<file path="config.mk">
export PLATFORM = sky130hd
export DESIGN_NAME = usr_access_capture
export DESIGN_NICKNAME = d
export VERILOG_FILES = /design/src/rtl/usr_access_capture.sv
export SDC_FILE = /design/constraint.sdc
export NUM_CORES = 1
export LEC_CHECK = 0
export BUFFER_PORTS_ARGS = -buffer_cell sky130_fd_sc_hd__clkbuf_2
export CAP_MARGIN = 20
export CORE_MARGIN = 2
export CORE_UTILIZATION = 56
export CTS_BUF_LIST = sky130_fd_sc_hd__clkbuf_16
export DETAILED_ROUTE_END_ITERATION = 6
export PLACE_DENSITY = 0.89
export SYNTH_ARGS = -nofsm -noshare
export SYNTH_HDL_FRONTEND = slang
export SYNTH_SLANG_ARGS = --single-unit
</file>
<file path="constraint.sdc">
create_clock -name clk -period 3.2 [get_ports clk]
set_input_delay 0.16 -clock clk [delete_from_list [all_inputs] [get_ports clk]]
set_output_delay 0.16 -clock clk [all_outputs]
set_load 0.01 [all_outputs]
</file>
<file path="src/rtl/usr_access_capture.sv">
// Double-buffered capture of NUM_WORDS-word user-access frames with a valid/ready
// drain port, change detection, gap/overrun flags and a completed-frame counter.
module usr_access_capture #(
   parameter int DATA_WIDTH = 32,
   parameter int NUM_WORDS  = 4,
   parameter int CNT_WIDTH  = 16
) (
   input  logic                  clk,
   input  logic                  rst,
   input  logic [DATA_WIDTH-1:0] din,
   input  logic                  dinvalid,
   input  logic                  start,
   output logic [DATA_WIDTH-1:0] m_data,
   output logic                  m_valid,
   input  logic                  m_ready,
   output logic                  m_last,
   output logic                  snap_valid,
   output logic                  changed,
   output logic                  frame_err,
   output logic                  overrun,
   output logic [CNT_WIDTH-1:0]  frame_cnt
);

   localparam int IW = (NUM_WORDS > 1) ? $clog2(NUM_WORDS) : 1;
   localparam logic [IW-1:0] LAST_IDX = IW'(NUM_WORDS - 1);

   typedef enum logic {IDLE, DRAIN} state_t;

   state_t                state;
   logic [DATA_WIDTH-1:0] bank [2][NUM_WORDS];
   logic [IW-1:0]         wr_idx;
   logic [IW-1:0]         rd_idx;
   logic [IW-1:0]         rd_next;
   logic                  bank_sel;
   logic                  diff;
   logic                  diff_cur;
   logic                  pending;
   logic                  pend_dirty;
   logic                  pend_diff;
   logic                  last_word;
   logic                  gap;
   logic                  final_hs;
   logic                  draining;
   logic                  hs_swap;
   logic                  comp_swap;
   logic                  wr_bank;
   logic                  cmp_sel;
   logic [DATA_WIDTH-1:0] cmp_word;

   assign last_word = dinvalid && (wr_idx == LAST_IDX);
   assign gap       = !dinvalid && (wr_idx != '0);
   assign final_hs  = m_valid && m_ready && m_last;
   assign draining  = (state == DRAIN) && !final_hs;
   assign comp_swap = last_word && !draining;
   assign rd_next   = rd_idx + IW'(1);

   // A pending frame swaps in at the end of the drain only if no newer frame has
   // started overwriting its bank; otherwise it waits for that newer frame.
   assign hs_swap = final_hs && pending && !pend_dirty;

   // A word written on the swap edge belongs to the bank that becomes the fill bank.
   assign wr_bank  = ~bank_sel ^ hs_swap;
   assign cmp_sel  = bank_sel ^ hs_swap;
   assign cmp_word = bank[cmp_sel][wr_idx];
   assign diff_cur = ((wr_idx != '0) && diff) || (din != cmp_word) || !snap_valid;

   // NOTE: frame storage has no reset; snap_valid alone marks its contents valid,
   // which keeps the arrays out of the reset tree.
   always_ff @(posedge clk) begin
      if (dinvalid) begin
         bank[wr_bank][wr_idx] <= din;
      end
   end

   // NOTE: all sequential state uses non-blocking assignments so every block
   // samples the pre-edge values regardless of evaluation order.
   always_ff @(posedge clk or posedge rst) begin
      if (rst) begin
         wr_idx     <= '0;
         diff       <= 1'b0;
         bank_sel   <= 1'b0;
         snap_valid <= 1'b0;
         pending    <= 1'b0;
         pend_dirty <= 1'b0;
         pend_diff  <= 1'b0;
         changed    <= 1'b0;
         frame_err  <= 1'b0;
         overrun    <= 1'b0;
         frame_cnt  <= '0;
      end else begin
         changed   <= 1'b0;
         frame_err <= 1'b0;
         overrun   <= 1'b0;

         if (dinvalid) begin
            wr_idx <= last_word ? '0 : wr_idx + IW'(1);
            diff   <= diff_cur;
         end else if (gap) begin
            wr_idx    <= '0;
            frame_err <= 1'b1;
         end

         if (last_word) begin
            frame_cnt  <= frame_cnt + CNT_WIDTH'(1);
            overrun    <= pending;
            pend_dirty <= 1'b0;
            if (draining) begin
               pending   <= 1'b1;
               pend_diff <= diff_cur;
            end else begin
               bank_sel   <= ~bank_sel;
               snap_valid <= 1'b1;
               changed    <= diff_cur;
               pending    <= 1'b0;
            end
         end else if (hs_swap) begin
            bank_sel <= ~bank_sel;
            changed  <= pend_diff;
            pending  <= 1'b0;
         end else if (gap && pending) begin
            // The aborted frame already clobbered the pending bank.
            pending    <= 1'b0;
            pend_dirty <= 1'b0;
         end else if (dinvalid && pending) begin
            pend_dirty <= 1'b1;
         end
      end
   end

   always_ff @(posedge clk or posedge rst) begin
      if (rst) begin
         state   <= IDLE;
         rd_idx  <= '0;
         m_valid <= 1'b0;
         m_last  <= 1'b0;
         m_data  <= '0;
      end else begin
         case (state)
            IDLE: begin
               if (start && snap_valid) begin
                  state   <= DRAIN;
                  rd_idx  <= '0;
                  m_valid <= 1'b1;
                  m_last  <= 1'b0;
                  m_data  <= bank[bank_sel ^ comp_swap][0];
               end
            end
            DRAIN: begin
               if (m_ready) begin
                  if (m_last) begin
                     state   <= IDLE;
                     m_valid <= 1'b0;
                     m_last  <= 1'b0;
                  end else begin
                     rd_idx <= rd_next;
                     m_data <= bank[bank_sel][rd_next];
                     m_last <= (rd_next == LAST_IDX);
                  end
               end
            end
            default: state <= IDLE;
         endcase
      end
   end

endmodule

</file>
* Word level (Yosys, flattened, before mapping)
Memories as Yosys holds them, arrays and structs flattened. Cells that the tools add are included.
Storage, ports and cells: bits in registers 64, RAM bits 256, logic and storage cells 122, memories 1, input port bits 37, output and inout bits 54
Memories:
- bank | words 2, width 128, rd ports 3, clocked after Yosys merged registers in 0, write ports 1, line 30 | logic [DATA_WIDTH-1:0] bank [2][NUM_WORDS];
Cells by class: magnitude comparators 3, equal/unequal tests 9, bitwise gates (word level) 8, reductions and logical operators 32, add/subtract/negate cells 3, mux-type cells 50
Operator list (count):
- 2-to-1 mux 32 bit | 8
- binary-select mux 32 bit (select 2 bit) | 2
- 2-to-1 mux 128 bit | 1
- demux 32 bit (select 2 bit) | 1
- one-hot mux 32 bit (2 select lines) | 1
- inequality test 32 bit | 1
- 2-to-1 mux 1 bit | 27
- adder 16 x 1 -> 16 bit (second input constant) | 1
- logical AND 1 bit | 13
- 2-to-1 mux 2 bit | 6
- inequality test 2 bit (second input constant) | 6
- AND reduction 2 bit | 5
- >= comparator 3 bit (second input constant) | 2
- NOT 2 -> 3 bit | 2
- one-hot mux 1 bit (2 select lines) | 3
- AND reduction 3 bit | 2
- nonzero test 2 bit | 3
- nonzero test 3 bit | 2
- zero test 1 bit | 5
- adder 2 x 1 -> 2 bit (second input constant) | 2
- == test 2 bit (second input constant) | 2
- one-hot mux 2 bit (2 select lines) | 1
- < comparator 3 x 1 -> 1 bit (second input constant) | 1
- NOT 1 bit | 3
- other kinds (2) | 5

* Depth between registers and ports, before layout
An unclocked memory read counts as a cell.
word-level depth 14, mapped depth 15, mapped depth without buffers 10

* Worst setup path before layout
Ideal clock, no wire load.
path kind register to register, start point reg wr_idx[0], end point mem bank[0][100] (netlist name), enable pin, data arrival time 3.148 ns, data required time 2.779 ns, stages on the path, launching flop included 9, buffers on the path 4, slack -0.369 ns, setup time 0.421 ns, period minus slack after synthesis 3.569 ns, cell sequence dfrtp_1 -> buf_2 -> buf_2 -> inv_1 -> clkbuf_1 -> buf_1 -> ha_1 -> nand2_1 -> nor2_1
On the way: longest elaborated chain between the ends 6, elaborated cells on any way between the ends 7, classes of those cells order compare: 2; mux: 3; bitwise: 1; reduce/logical: 1
Ends and longest elaborated chain:
- from (decl) | line 31 | logic [IW-1:0] wr_idx;
- from (signal assigned) | line 96 | wr_idx <= last_word ? '0 : wr_idx + IW'(1);
- NOT 2 -> 3 bit (implied by the code) (*) | line 71 | bank[wr_bank][wr_idx] <= din;
- >= comparator 3 bit (implied by the code) or < comparator 3 x 1 -> 1 bit (tied branches) | line 71
- logical AND 1 bit (implied by the code) | line 71
- 2-to-1 mux 32 bit (implied by the code) | line 71
- demux 32 bit (select 2 bit) (*) | line 71
- 2-to-1 mux 128 bit (implied by the code) (*) | line 71
- to (decl) | line 30
Mark *: on every way between the ends. The rest lies on a longest branch, timed or not.

* Final worst setup path
start point reg pend_dirty, end point reg changed
On the way: longest elaborated chain between the ends 12, elaborated cells on any way between the ends 13, classes of those cells eq/ne: 1; mux: 6; bitwise: 1; reduce/logical: 4; memory: 1
Ends and longest elaborated chain:
- from (decl) | line 38 | logic pend_dirty;
- from (signal assigned) | line 84 | pend_dirty <= 1'b0;
- from (signal assigned) | line 106 | pend_dirty <= 1'b0;
- from (signal assigned) | line 123 | pend_dirty <= 1'b0;
- zero test 1 bit (*) | line 59 | assign hs_swap = final_hs && pending && !pend_dirty;
- logical AND 1 bit (*) | line 59
- XOR 1 bit | line 63 | assign cmp_sel = bank_sel ^ hs_swap;
- memory read (2 x 128 bit)
- binary-select mux 32 bit (select 2 bit) | line 64 | assign cmp_word = bank[cmp_sel][wr_idx];
- 2-to-1 mux 32 bit (implied by the code) (2 in series) | line 64
- inequality test 32 bit | line 65 | assign diff_cur = ((wr_idx != '0) && diff) || (din != cmp_word) || !snap_valid;
- logical OR 1 bit (2 in series) | line 65
- 2-to-1 mux 1 bit | line 107 | if (draining) begin
- 2-to-1 mux 1 bit (*) | line 103 | if (last_word) begin
- to (signal assigned) | line 113 | changed <= diff_cur;
- to (signal assigned) | line 118 | changed <= pend_diff;
- to (decl) | line 18 | output logic changed,
Mark *: on every way between the ends. The rest lies on a longest branch, timed or not. The select of a mux whose other input is x is not followed. A chain may end at the register's enable or synchronous reset.

==> impl_metrics.py <==
metrics = {
    "status": {
        "outcome": "finished, violations left",
        "violations": "DRC, setup timing",
    },
    "global_route": {
        "track_usage_pct": 33.96,
        "grt_overflow_total": 0,
        "grt_max_degree": 68,
        "grt_pass1_vias": 14380,
        "grt_pass1_wl_mm": 84.86,
        "antenna_found_initial": 1,
    },
    "placement": {
        "place_hpwl_mm": 36.50,
        "globalplace.congestion": 1.002,
        "placement.io_buffers": 90,
    },
    "worst_setup_path": {
        "worstPathArrival_ps": 3660,
        "path_class": "flip-flop to flip-flop",
        "worst_r2r_endpoint": "changed$_DFF_PP0_",
        "end_kind": "flip-flop",
        "cp_slowest_cell": "nor4_2",
        "ff2ff_setup_slack_ps": -70,
        "critPathMaxStageDelay_ps": 450,
        "worstPathCellList": "and3b_2 > buf_12 > nand2_4 > buf_8 > buf_4 > mux2i_1 > a22oi_1 > nor2_1 > nor4_2 > o211a_1 > nand3_4 > o41ai_4 > a21oi_1",
        "cp.required_ps": 3600,
        "crit_fanout": 25,
        "r2r.worst_path.cells": 13,
        "critPathLaunchType": "flip-flop",
        "r2r-start": "pend_dirty$_DFFE_PP0P_",
    },
    "floorplan": {
        "initial_core_util_pct": 56.72,
        "ioPinCount": 91,
        "dieWidth_um": 179.8,
        "die_h_um": 179.8,
        "coreArea_um2": 30510,
        "die-area_um2": 32320,
        "fp-row-count": 64,
    },
    "clock_tree": {
        "clock_sinks": 320,
        "clk_pin_slew_worst_paths_ps": 80,
        "h-tree-depth": 2,
        "clockRootBuffer": "clkbuf_16",
        "clockBufferDepth": 3,
        "clk_latency_ps": 530,
        "cts_tree": "yes",
        "cts_made_buffers": 35,
    },
    "route": {
        "drt_first_pass_iters": 7,
        "drt_iter0_drc": 2659,
        "drc": 8,
        "finalWirelength_mm": 58.17,
        "vias_per_cell": 7.184,
        "post_drt_wl_per_cell_um": 27.81,
        "postRouteAntennaNets": 0,
        "via_count": 15030,
    },
    "synthesis": {
        "ys_types": 71,
        "synth_fp_nets": 1485,
        "yosys_register_bits": 320,
        "synth_common_cells": "edfxtp_1 (256), nand2_1 (148), o21ai_0 (99), o22ai_1 (80), nor2_1 (78)",
        "synth_flop_cell": "edfxtp_1",
        "netlist_area_um2": 17300,
        "synth_most_common_cell": "edfxtp_1",
        "avgSynthCellArea_um2": 12.00,
        "synth_top_cell_area_share_pct": 44.43,
        "synth.area.top_cells": "edfxtp_1 (44%), dfrtp_1 (9.3%), mux4_2 (9.1%)",
        "yosysTopAreaCell": "edfxtp_1",
        "ys_seq_area_share_pct": 53.68,
        "synth-edff-count": 256,
        "ys_warn_count": 0,
        "syn_inst": 1442,
        "synthArstFlopShare_pct": 20.00,
    },
    "power": {
        "power_density_nw_per_um2": 929.3,
        "combPwrFrac_pct": 49.7,
        "seqPwrFrac_pct": 29.1,
        "swShare_pct": 39.73,
        "ir_drop_mv": 0.6114,
        "cellLeakagePower_nw": 7.988,
        "p_clk_share_pct": 21.2,
        "p_int_mw": 12.01,
        "p_sw_mw": 7.917,
    },
    "layout": {
        "syn2layout_area_growth_pct": 23.92,
        "n_fill_cell": 1955,
        "drive_above_1_share_pct": 32.67,
        "diodes": 0,
        "nets": 1713,
    },
    "run": {
        "maxCapViolCount": 0,
    },
    "sta": {
        "slew_violations": 0,
        "hold_viol_final": 0,
        "slew_headroom_pct": 29.07,
        "fin_crit_sh_pct": 102.1,
        "rsz0062_at_grt": "true",
        "tightest_slew_ps": 1064,
        "finalWorstPathRequiredPeriod_ps": 3266,
        "tns_ps": -78.02,
        "holdWs_ps": 21.39,
        "fin_skew_ps": 16.28,
        "fmax_ghz": 0.3062,
        "timing.final.setup_violations": 2,
        "fin_ws_ps": -66.19,
    },
    "min_path": {
        "hold_path_startpoint": "din[2]",
        "hp-class": "input port to flip-flop",
        "worstHoldPathCells": 1,
        "min_to": "bank[0][2]$_DFFE_PP_",
    },
}
[critical path: cells and delay by family (launching register included)]
kind	cells	cell delay, ps
compound gates	4	970
buf+inv	3	530
flops	1	390
simple gates	5	1130
mux	1	140
[logic make-up (layout without fill, tap and decap cells)]
group / Yosys count / count (layout) / synth area share (%)
adder cells (fa/ha/maj): 6 / 6 / 0.4338
AO/OA/AOI/OAI: 362 / 362 / 13.36
multiplexers: 182 / 182 / 16.11
AND/OR/NAND/NOR: 397 / 398 / 10.98
XOR/XNOR: 43 / 43 / 2.176
buffers and inverters: 132 / 385 / 3.254
flip-flops: 320 / 320 / 53.68
[power groups by stage]
stage	Combinational (mW)	Clock, mW	Sequential (mW)
finish	9.91	4.23	5.79
global route	10.3	4.38	5.85
CTS	8.83	4.21	5.82
detailed placement	8.69	0	5.88
global placement	8.47	0	5.84
floorplan	5.44	0	5.78
[sequential cells by signal, indices dropped and copies added, names as in the netlist, 2 cells and up]
register / cells
bank: 256
m_data: 32
frame_cnt: 16
rd_idx: 2
wr_idx: 2
[how the worst max path moves through the flow]
stage,slack [ps],end,from
finish,-70,changed$_DFF_PP0_,pend_dirty$_DFFE_PP0P_
global route,-160,changed$_DFF_PP0_,pend_dirty$_DFFE_PP0P_
CTS,30,changed$_DFF_PP0_,bank_sel$_DFFE_PP0P_
detailed placement,-290,changed$_DFF_PP0_,pend_dirty$_DFFE_PP0P_
global placement,-260,pend_diff$_DFFE_PP0P_,bank_sel$_DFFE_PP0P_
floorplan,-370,bank[0][100]$_DFFE_PP_,wr_idx[0]$_DFFE_PP0P_
[metal layers]
| layer | vias up | global-route usage, % | wire (um) |
|---|---|---|---|
| li1 | 6113 | - | - |
| met1 | 7216 | 45.92 | 20510 |
| met2 | 1351 | 52.58 | 25720 |
| met3 | 347 | 7.536 | 8195 |
| met4 | 2 | 16.16 | 3730 |
| met5 | - | 0 | 14 |
[area by class of cell]
class | count | area (um2) | area share [%]
Clock buffer | 37 | 925.9 | 4.318
Sequential cell | 320 | 9300 | 43.37
Clock inverter | 26 | 269.0 | 1.255
Tap cell | 396 | 495.5 | 2.311
Inverter | 16 | 63.81 | 0.2976
Timing Repair Buffer | 306 | 2499 | 11.65
Multi-Input combinational cell | 991 | 7890 | 36.80
[cells in the final DEF, fill, tap and decap left out, types with 31 or more instances in the layout]
master and n:
edfxtp_1 256, nand2_1 146, buf_4 142, o21ai_0 96, clkbuf_2 90, o22ai_1 79
mux4_2 71, nor2_1 65, dfrtp_1 59, mux2_2 58, mux2i_1 52, a21oi_1 49
clkbuf_16 38, nor3_1 31, dlygate4sd3_1 31
[through the flow]
| step | std cells | area (um2) | worst slack [ps] | power [mW] | utilization (%) |
|---|---|---|---|---|---|
| 4_1_cts | 2051 | 20620 | 27.89 | 18.86 | 67.58 |
| 5_1_grt | 2092 | 21440 | -164.4 | 20.58 | 70.28 |
| 6_report | 2092 | 21440 | -66.19 | 19.93 | 70.28 |
| 2_1_floorplan | 1442 | 17310 | -369.4 | 11.22 | - |
| 3_3_place_gp | 1956 | 19060 | -255.8 | 14.31 | 62.46 |
| 3_5_place_dp | 1956 | 19060 | -294.4 | 14.57 | 62.46 |
[what timing repair did]
item	4_1_cts	5_1_grt
hold endpoints to repair	267	0
gates resized for setup	10	99
cloned	0	2
pin swaps	1	39
setup buffers	1	40
hold buffers	31	0
setup endpoints to repair	3	3
No activity file was read; power rests on OpenSTA's default activity.
